[src/rtl/lfsr_gen.sv]
// lfsr_gen: XNOR-feedback Fibonacci LFSR with a bounded rejection-sampling
// draw engine.
//
// The register steps either freely (enable) or while a draw is searching.
// A draw takes the low OUT_W bits of the register as a candidate each cycle.
// It accepts the first candidate below the captured limit. If it runs out
// of tries, it completes with rnd=0 and timeout set instead.
//
// State table (draw FSM):
//   state  | meaning
//   IDLE   | no draw in progress; req starts one (unless load is high)
//   SEARCH | evaluating one candidate per cycle; register steps every cycle
//
// Ports:
//   clk        in   sole clock, rising edge
//   reset      in   synchronous active-high reset
//   enable     in   free-run step request
//   load       in   seed load strobe (wins over stepping, aborts a draw)
//   seed       in   [WIDTH]  seed value; all-ones is replaced by all-zeros
//   req        in   draw request, honoured only in IDLE
//   limit      in   [OUT_W]  exclusive upper bound for the draw, 0 = full range
//   state      out  [WIDTH]  current LFSR register
//   rnd        out  [OUT_W]  last drawn value, held until the next completion
//   rnd_valid  out  one-cycle pulse when a draw completes
//   timeout    out  qualifies rnd_valid: draw exhausted MAX_TRIES
//   busy       out  high while in SEARCH
//   wrapped    out  one-cycle pulse when the register returns to its reference
module lfsr_gen #(
  parameter int unsigned            WIDTH     = 6,
  parameter logic [WIDTH-1:0]       TAPS      = 6'b110000,
  parameter int unsigned            OUT_W     = 4,
  parameter int unsigned            MAX_TRIES = 64
) (
  input  logic             clk,
  input  logic             reset,
  input  logic             enable,
  input  logic             load,
  input  logic [WIDTH-1:0] seed,
  input  logic             req,
  input  logic [OUT_W-1:0] limit,
  output logic [WIDTH-1:0] state,
  output logic [OUT_W-1:0] rnd,
  output logic             rnd_valid,
  output logic             timeout,
  output logic             busy,
  output logic             wrapped
);

  localparam int unsigned CNT_W    = 16;
  localparam logic [CNT_W-1:0] TRY_LAST = CNT_W'(MAX_TRIES - 1);

  typedef enum logic {IDLE, SEARCH} fsm_t;

  fsm_t             fsm_q, fsm_d;
  logic [WIDTH-1:0] state_q, ref_q;
  logic [WIDTH-1:0] state_step;
  logic [WIDTH-1:0] load_val;
  logic             fb;
  logic             step_en;
  logic [CNT_W-1:0] tries_q;
  logic [OUT_W-1:0] lim_q;
  logic [OUT_W-1:0] cand;
  logic             accept;
  logic             last_try;
  logic             start;
  logic             draw_ok;
  logic             draw_to;
  logic             reject;
  logic [OUT_W-1:0] rnd_q;
  logic             rnd_valid_q, timeout_q, wrapped_q;

  // XNOR feedback keeps the all-zeros state legal; all-ones is the lockup state.
  assign fb         = ~^(state_q & TAPS);
  assign state_step = {state_q[WIDTH-2:0], fb};
  assign load_val   = (&seed) ? '0 : seed;
  assign step_en    = (enable || (fsm_q == SEARCH)) && !load;

  assign cand     = state_q[OUT_W-1:0];
  assign accept   = (lim_q == '0) || (cand < lim_q);
  assign last_try = (tries_q == TRY_LAST);

  // State register.
  always_ff @(posedge clk) begin
    if (reset) fsm_q <= IDLE;
    else       fsm_q <= fsm_d;
  end

  // Next-state logic. A load wins over evaluating the current candidate.
  always_comb begin
    fsm_d = fsm_q;
    case (fsm_q)
      IDLE:   if (req && !load) fsm_d = SEARCH;
      SEARCH: begin
        if (load)                     fsm_d = IDLE;
        else if (accept || last_try)  fsm_d = IDLE;
      end
      default: fsm_d = IDLE;
    endcase
  end

  // Output / decision logic.
  always_comb begin
    busy    = 1'b0;
    start   = 1'b0;
    draw_ok = 1'b0;
    draw_to = 1'b0;
    reject  = 1'b0;
    case (fsm_q)
      IDLE:   start = req && !load;
      SEARCH: begin
        busy    = 1'b1;
        draw_ok = !load && accept;
        reject  = !load && !accept;
        draw_to = !load && !accept && last_try;
      end
      default: ;
    endcase
  end

  // Datapath: LFSR, reference, try counter, captured limit and draw results.
  always_ff @(posedge clk) begin
    if (reset) begin
      state_q     <= '0;
      ref_q       <= '0;
      tries_q     <= '0;
      lim_q       <= '0;
      rnd_q       <= '0;
      rnd_valid_q <= 1'b0;
      timeout_q   <= 1'b0;
      wrapped_q   <= 1'b0;
    end else begin
      if (load) begin
        state_q <= load_val;
        ref_q   <= load_val;
      end else if (step_en) begin
        state_q <= state_step;
      end

      // step_en already excludes load, so a load never produces a wrap.
      wrapped_q <= step_en && (state_step == ref_q);

      if (start) begin
        tries_q <= '0;
        lim_q   <= limit;
      end else if (reject) begin
        tries_q <= tries_q + 1'b1;
      end

      rnd_valid_q <= draw_ok || draw_to;
      timeout_q   <= draw_to;
      if (draw_ok)      rnd_q <= cand;
      else if (draw_to) rnd_q <= '0;
    end
  end

  assign state     = state_q;
  assign rnd       = rnd_q;
  assign rnd_valid = rnd_valid_q;
  assign timeout   = timeout_q;
  assign wrapped   = wrapped_q;

endmodule

[config.mk]
export PLATFORM = sky130hd
export DESIGN_NAME = lfsr_gen
export DESIGN_NICKNAME = d
export VERILOG_FILES = /design/src/rtl/lfsr_gen.sv
export SDC_FILE = /design/constraint.sdc
export NUM_CORES = 1
export LEC_CHECK = 0
export CORE_MARGIN = 4
export CORE_UTILIZATION = 40
export CTS_CLUSTER_DIAMETER = 60
export DETAILED_ROUTE_END_ITERATION = 8
export PLACE_DENSITY_LB_ADDON = 0.08
export SETUP_SLACK_MARGIN = 0.05
export SYNTH_ARGS = -nofsm -noshare
export SYNTH_HDL_FRONTEND = slang
export SYNTH_SLANG_ARGS = --single-unit
[constraint.sdc]
create_clock -name clk -period 2.86 [get_ports clk]
set_input_delay 0.429 -clock clk [delete_from_list [all_inputs] [get_ports clk]]
set_output_delay 0.429 -clock clk [all_outputs]
set_load 0.05 [all_outputs]
==> impl_metrics.ini <==
[sta]
timing.slew.headroom_pct = 49.4
slew_violations = 0
skew_ns = 0.00404
period_share_pct = 74.8
setup_viol = 0
period_needed_ns = 2.14
fin_setup_tns_ns = 0
worst_slew_pin_slew_ns = 0.751
hold_viol = 0
clock.fmax_mhz = 467
rsz0062_at_grt = no

[floorplan]
die-area_sq_mm = 0.00601
rows = 25
start_util_pct = 41.2
core_sq_mm = 0.00469
fp.dieH_microns = 77.5
dieWidth_microns = 77.5
pin_count = 29

[logic_synthesis]
ys.flop_type = dfxtp_1
syn_avg_cell_area_sq_um = 8.47
yosys_register_bits = 40
synth-edff-count = 0
ys_warn_count = 0
synthArstFlopShare_pct = 0
synth_cell_types = 37
synth_area_leaders = dfxtp_1 41%, a21oi_1 6.0%, xnor2_1 5.0%
syn_area_sq_mm = 0.00193
syn_inst = 228
syn_nets = 247
yosysTopAreaCell = dfxtp_1
synth_seq_area_share_pct = 41.5
netlist.area_leader.share_pct = 41.5

[setup_path]
setup.worst_path.start_class = flip-flop
criticalPathCategory = reg -> out
reg2regPathDepth = 6
crit_chain = clkdlybuf4s50_1
slowest_stage = clkdlybuf4s50_1
cp-end-kind = output pin
critPathMaxFanout = 10
critical_path.top_delay_family = buffers and inverters
r2r_start = state[2]
cp_num_buf_inv = 1
rr_endpoint = tries_q[10]
reg2reg_slack_ns = 0.74
arrival_ns = 1.71
critical_path.max_stage_delay_ns = 0.87
cp.required_ns = 2.43

[routing]
first_pass_iters = 4
drt_iter0_markers = 134
avgRoutedWirePerCell_microns = 14.0
ant_nets = 0
finalWirelength_microns = 4380
via_count = 1659
drc_errors = 0
vias_per_cell = 5.30

[finish]
fill_cells = 476
antenna-diode-count = 0
drive_gt1_share_pct = 7.34
final_area_sq_mm = 0.00236
final_cell_mix = 40 x dfxtp_1, 28 x clkdlybuf4s50_1, 23 x nor2_1, 23 x a21oi_1, 16 x nand2_1
nNetsFinal = 277
layout.cells.non_filler = 313
mostFrequentLayoutCell = dfxtp_1
syn2layout_area_growth_pct = 22.2

[pwr]
power_mw = 1.16
swShare_pct = 27.4
intPower_uw = 838
combPwrFrac_pct = 15.4
ir_worst_vdd_mv = 0.203
leakage_nw = 0.804
p_seq_share_pct = 51.0
p_switching_uw = 317
pwr-share-clk_pct = 33.6
p_per_area_mw_per_mm2 = 489

[placement]
place.gp.congestion = 0.748
io_buffer_count = 28
place_inst = 305
place_hpwl_microns = 3150
place_area_sq_mm = 0.00227

[clock_tree]
htree_levels = 2
hold_buffers = 0
path_clk_slew_ns = 0.08
postCtsSetupRepairBufs = 0
clockBufferDepth = 2
clock_latency_ns = 0.29
cts_resized = 0
cts_root_buffer = clkbuf_8
numCtsBuffers = 5
cts_sinks = 40
cts_tree = done

[hold_path]
hold_class = reg -> reg
min_to = rnd[2]
hold_depth = 2
min_from = rnd[2]

[global_routing]
antenna_found_initial = 0
grt.total_usage_pct = 15.4
grt_pass1_vias = 1521
grt.overflow.total = 0
grt_pass1_wl_microns = 7380
grt_max_degree = 17

[flow_run]
maxCapViolations = 0

[run_status]
outcome = finished, final reports clean
## cells by family (layout without fill, tap and decap cells)
family                   Yosys count  in the layout  share of synthesized area, %
AO/OA/AOI/OAI                     50             50                          16.6
XOR/XNOR                          14             14                          6.35
adder cells (fa/ha/maj)            4              4                          2.59
buffers and inverters             18             49                          3.89
flip-flops                        40             40                          41.5
multiplexers                       4              4                          2.07
AND/OR/NAND/NOR                   98             98                          27.0
## final cells by class
type                       instances  area (sq um)  share of cell area, %
timing repair buffer              32           310                   13.1
inverter                           9          33.8                   1.43
tap                               54          67.6                   2.86
multi-input combinational        170          1060                   44.7
clock buffer                       6          82.6                   3.50
clock inverter                     2          10.0                  0.424
sequential                        40           801                   33.9
## worst max path at each step
| stage | startpoint | end | slack, ns | cells past startpoint |
|---|---|---|---|---|
| after global routing | state[2] | rnd[1] | 0.56 | 6 |
| final | fsm_q | busy | 0.72 | 1 |
| after detailed placement | load | tries_q[13] | 0.50 | 6 |
| after floorplan | state[2] | tries_q[10] | 0.68 | 6 |
| after CTS | fsm_q | busy | 0.70 | 1 |
| after global placement | load | tries_q[13] | 0.54 | 6 |
## power groups by stage
| stage | logic [mW] | clock network [mW] | registers, mW |
|---|---|---|---|
| after floorplan | 0.0923 | 0 | 0.622 |
| after global placement | 0.177 | 0 | 0.602 |
| after detailed placement | 0.176 | 0 | 0.602 |
| after CTS | 0.177 | 0.402 | 0.589 |
| after global routing | 0.195 | 0.429 | 0.591 |
| final | 0.178 | 0.389 | 0.589 |
## sequential cells by signal, summed over array words and instances (netlist names)
register	cells
tries_q	16
fsm_q	1
lim_q	4
rnd_valid	1
state	6
wrapped	1
rnd	4
timeout	1
ref_q	6
## through the flow
stage,hold WS [ns],utilization [%],setup slack [ns]
2_1_floorplan,0.446,-,0.680
3_3_place_gp,0.456,48.3,0.535
3_5_place_dp,0.457,48.3,0.504
4_1_cts,0.468,50.3,0.701
5_1_grt,0.494,50.3,0.565
6_report,0.466,50.3,0.720
## layer usage
layer  global-route usage [%]  vias to the layer above  wire, microns  part of all wire [%]
li1                         -                      871              -                     -
met1                     23.3                      753           2350                    54
met2                     21.0                       27           1810                    41
met3                     4.18                        8            157                   3.6
met4                     4.80                        0             55                   1.3
met5                        0                        -              0                     0
## synthesized netlist by cell type (4+ instances only)
master and instances:
a21oi_1 23, nand2_1 16, ha_1 4, dfxtp_1 40, nor3_1 4, a21o_1 7, nand3_1 12, nand4_1 7
inv_1 9, or3_1 7, o21ai_0 9, nor4_1 8, nand2b_1 6, o31ai_1 5, clkbuf_1 6, xnor2_1 11
mux2i_1 4, nor2_1 23
Note: power is estimated with default switching activity, not from simulation.
==> RTL change (config.mk and constraints unchanged) <==
Set the parameter `OUT_W` to 6 (it was 4).
--- a/src/rtl/lfsr_gen.sv
+++ b/src/rtl/lfsr_gen.sv
@@ -28,7 +28,7 @@
 module lfsr_gen #(
   parameter int unsigned            WIDTH     = 6,
   parameter logic [WIDTH-1:0]       TAPS      = 6'b110000,
-  parameter int unsigned            OUT_W     = 4,
+  parameter int unsigned            OUT_W     = 6,
   parameter int unsigned            MAX_TRIES = 64
 ) (
   input  logic             clk,
Ports: changed (resized limit and rnd); port bits go from 29 to 33. No check against the original RTL was run, so the function may have changed too.
==> RTL change against the unedited design <==
- wire length rose by 9.3%
- clock skew barely moved
- cell count rose by 11%
- maximum frequency fell by 9.4%
- worst setup slack got worse by 220 ps
- sequential share of layout area rose by 0.36 points
- sequential cell count rose by 4
- non-clock buffer count rose by 4
- total power rose by 13%
- final area rose by 8.9%
- area after synthesis rose by 7.7%
- combinational power rose by 10%
- sequential power rose by 10%
- highest routed layer unchanged
==> RTL change: results <==
[route]
avgViaCountPerCell = 5.22
route.met3.wl_um = 197
routed-wl-met2_um = 1920
wl_per_cell_um = 13.7
drt-initial-drc-count = 105
topRoutingLayerUsed = met4
wl_met1_um = 2620

[placement]
dpl.hpwl_um = 3550
placed_area_sq_um = 2460
gp_congestion = 0.776
portBuffers = 32
dp_cells = 340

[cells_and_area]
largest_reg_flops = 16
fin_nets = 303
post_route_cells_drive_above_1_share_pct = 6.41
finalNonFillerCells = 348

[global_routing]
grtUsageMet3_pct = 3.59
use_met1_pct = 24.9
antenna_found_initial = 0
use_met2_pct = 23.5
grt_use_total_pct = 16.6
grt_pass1_wl_um = 8360
grt_pass1_vias = 1708
grt_max_degree = 30

[synthesis]
synth_nets = 271
synth.area.top_cells = dfxtp_1 (42%), nand2_1 (6.0%), a21oi_1 (5.8%), xor2_1 (5.5%), nor2_1 (4.0%)
ys_seq_area_share_pct = 42.3
syn_inst = 248
synth_fa_ha_area_share_pct = 3.61
synth_top_cells_by_count = dfxtp_1 (44), nand2_1 (33), a21oi_1 (24), nor2_1 (22), xor2_1 (13)
yosysUniqueCellTypes = 35
synthMuxAreaShare_pct = 0
synth_xor_area_share_pct = 6.73
synth_compound_area_share_pct = 16.6

[sta]
relSlewSlack_pct = 65.2
fin_skew_ps = 4.48

[worst_setup_path]
critPathMaxFanout = 13
reg2reg_setup_slack_ps = 500
rr_startpoint = state[4]
worstPathArrival_ps = 2590
r2r-end = tries_q[5]

[hold_path]
min_from = lim_q[3]
hold_end = lim_q[3]

[clocking]
cts-resized-gates = 0
cts_root_buf = clkbuf_8
post_cts_buffers = 0

[pwr]
p_int_mw = 0.964
leakage_nw = 0.881
comb_power_share_pct = 15.0
clockNetworkPower_mw = 0.460
vdd_drop_max_mv = 0.310

[run_status]
outcome = finished clean
[RTL change: changes by cell type after synthesis, sizes merged, moves of 4 or more]
cell,change
mux2i,-4
nand2,+17
nor4,-4
a22oi,+6
dfxtp,+4
xnor2,-8
xor2,+10
nand4,+4
or3,-4
[RTL change: how the worst max path moves through the flow]
stage                       to  cells after the start     start
finish              tries_q[5]                      6  state[4]
global route        tries_q[9]                      6  state[4]
CTS                 tries_q[5]                      6  state[4]
detailed placement  tries_q[9]                      6  state[4]
global placement    tries_q[5]                      6  state[5]
floorplan               rnd[4]                      7  state[5]
[RTL change: critical path, stage by stage, from the launching register on]
cell and delay (ps):
dfxtp_1 400, ha_1 340, nand4_1 140, o221ai_4 400, nand3_2 310, or4_1 570
a21oi_1 150
[RTL change: cell type report]
| type | instances | area, sq um |
|---|---|---|
| inverters | 6 | 22.5 |
| multi-input cells | 187 | 1120 |
| fillers | 485 | 2310 |
| flip-flops and latches | 44 | 881 |
| clock buffers | 6 | 72.6 |
| repair buffers | 36 | 350 |
| clock inverters | 2 | 35.0 |
| well taps | 67 | 83.8 |
[RTL change: through the flow]
step | setup WS [ps] | util [%] | power, mW | hold WS (ps)
global route | 268 | 52.7 | 1.37 | 487
detailed placement | 521 | 50.5 | 0.858 | 453
finish | 497 | 52.7 | 1.30 | 459
floorplan | 660 | - | 0.790 | 436
global placement | 604 | 50.5 | 0.857 | 449
CTS | 501 | 52.7 | 1.32 | 464
[RTL change: kinds of logic (layout without fill, tap and decap cells)]
kind of cell,count (synthesis),count (layout)
and+or+nand+nor,111,111
adders and majority gates,6,6
buffers and inverters,17,50
AOI/OAI and AO/OA,54,54
DFF,44,44
xor gates and xnor gates,16,16
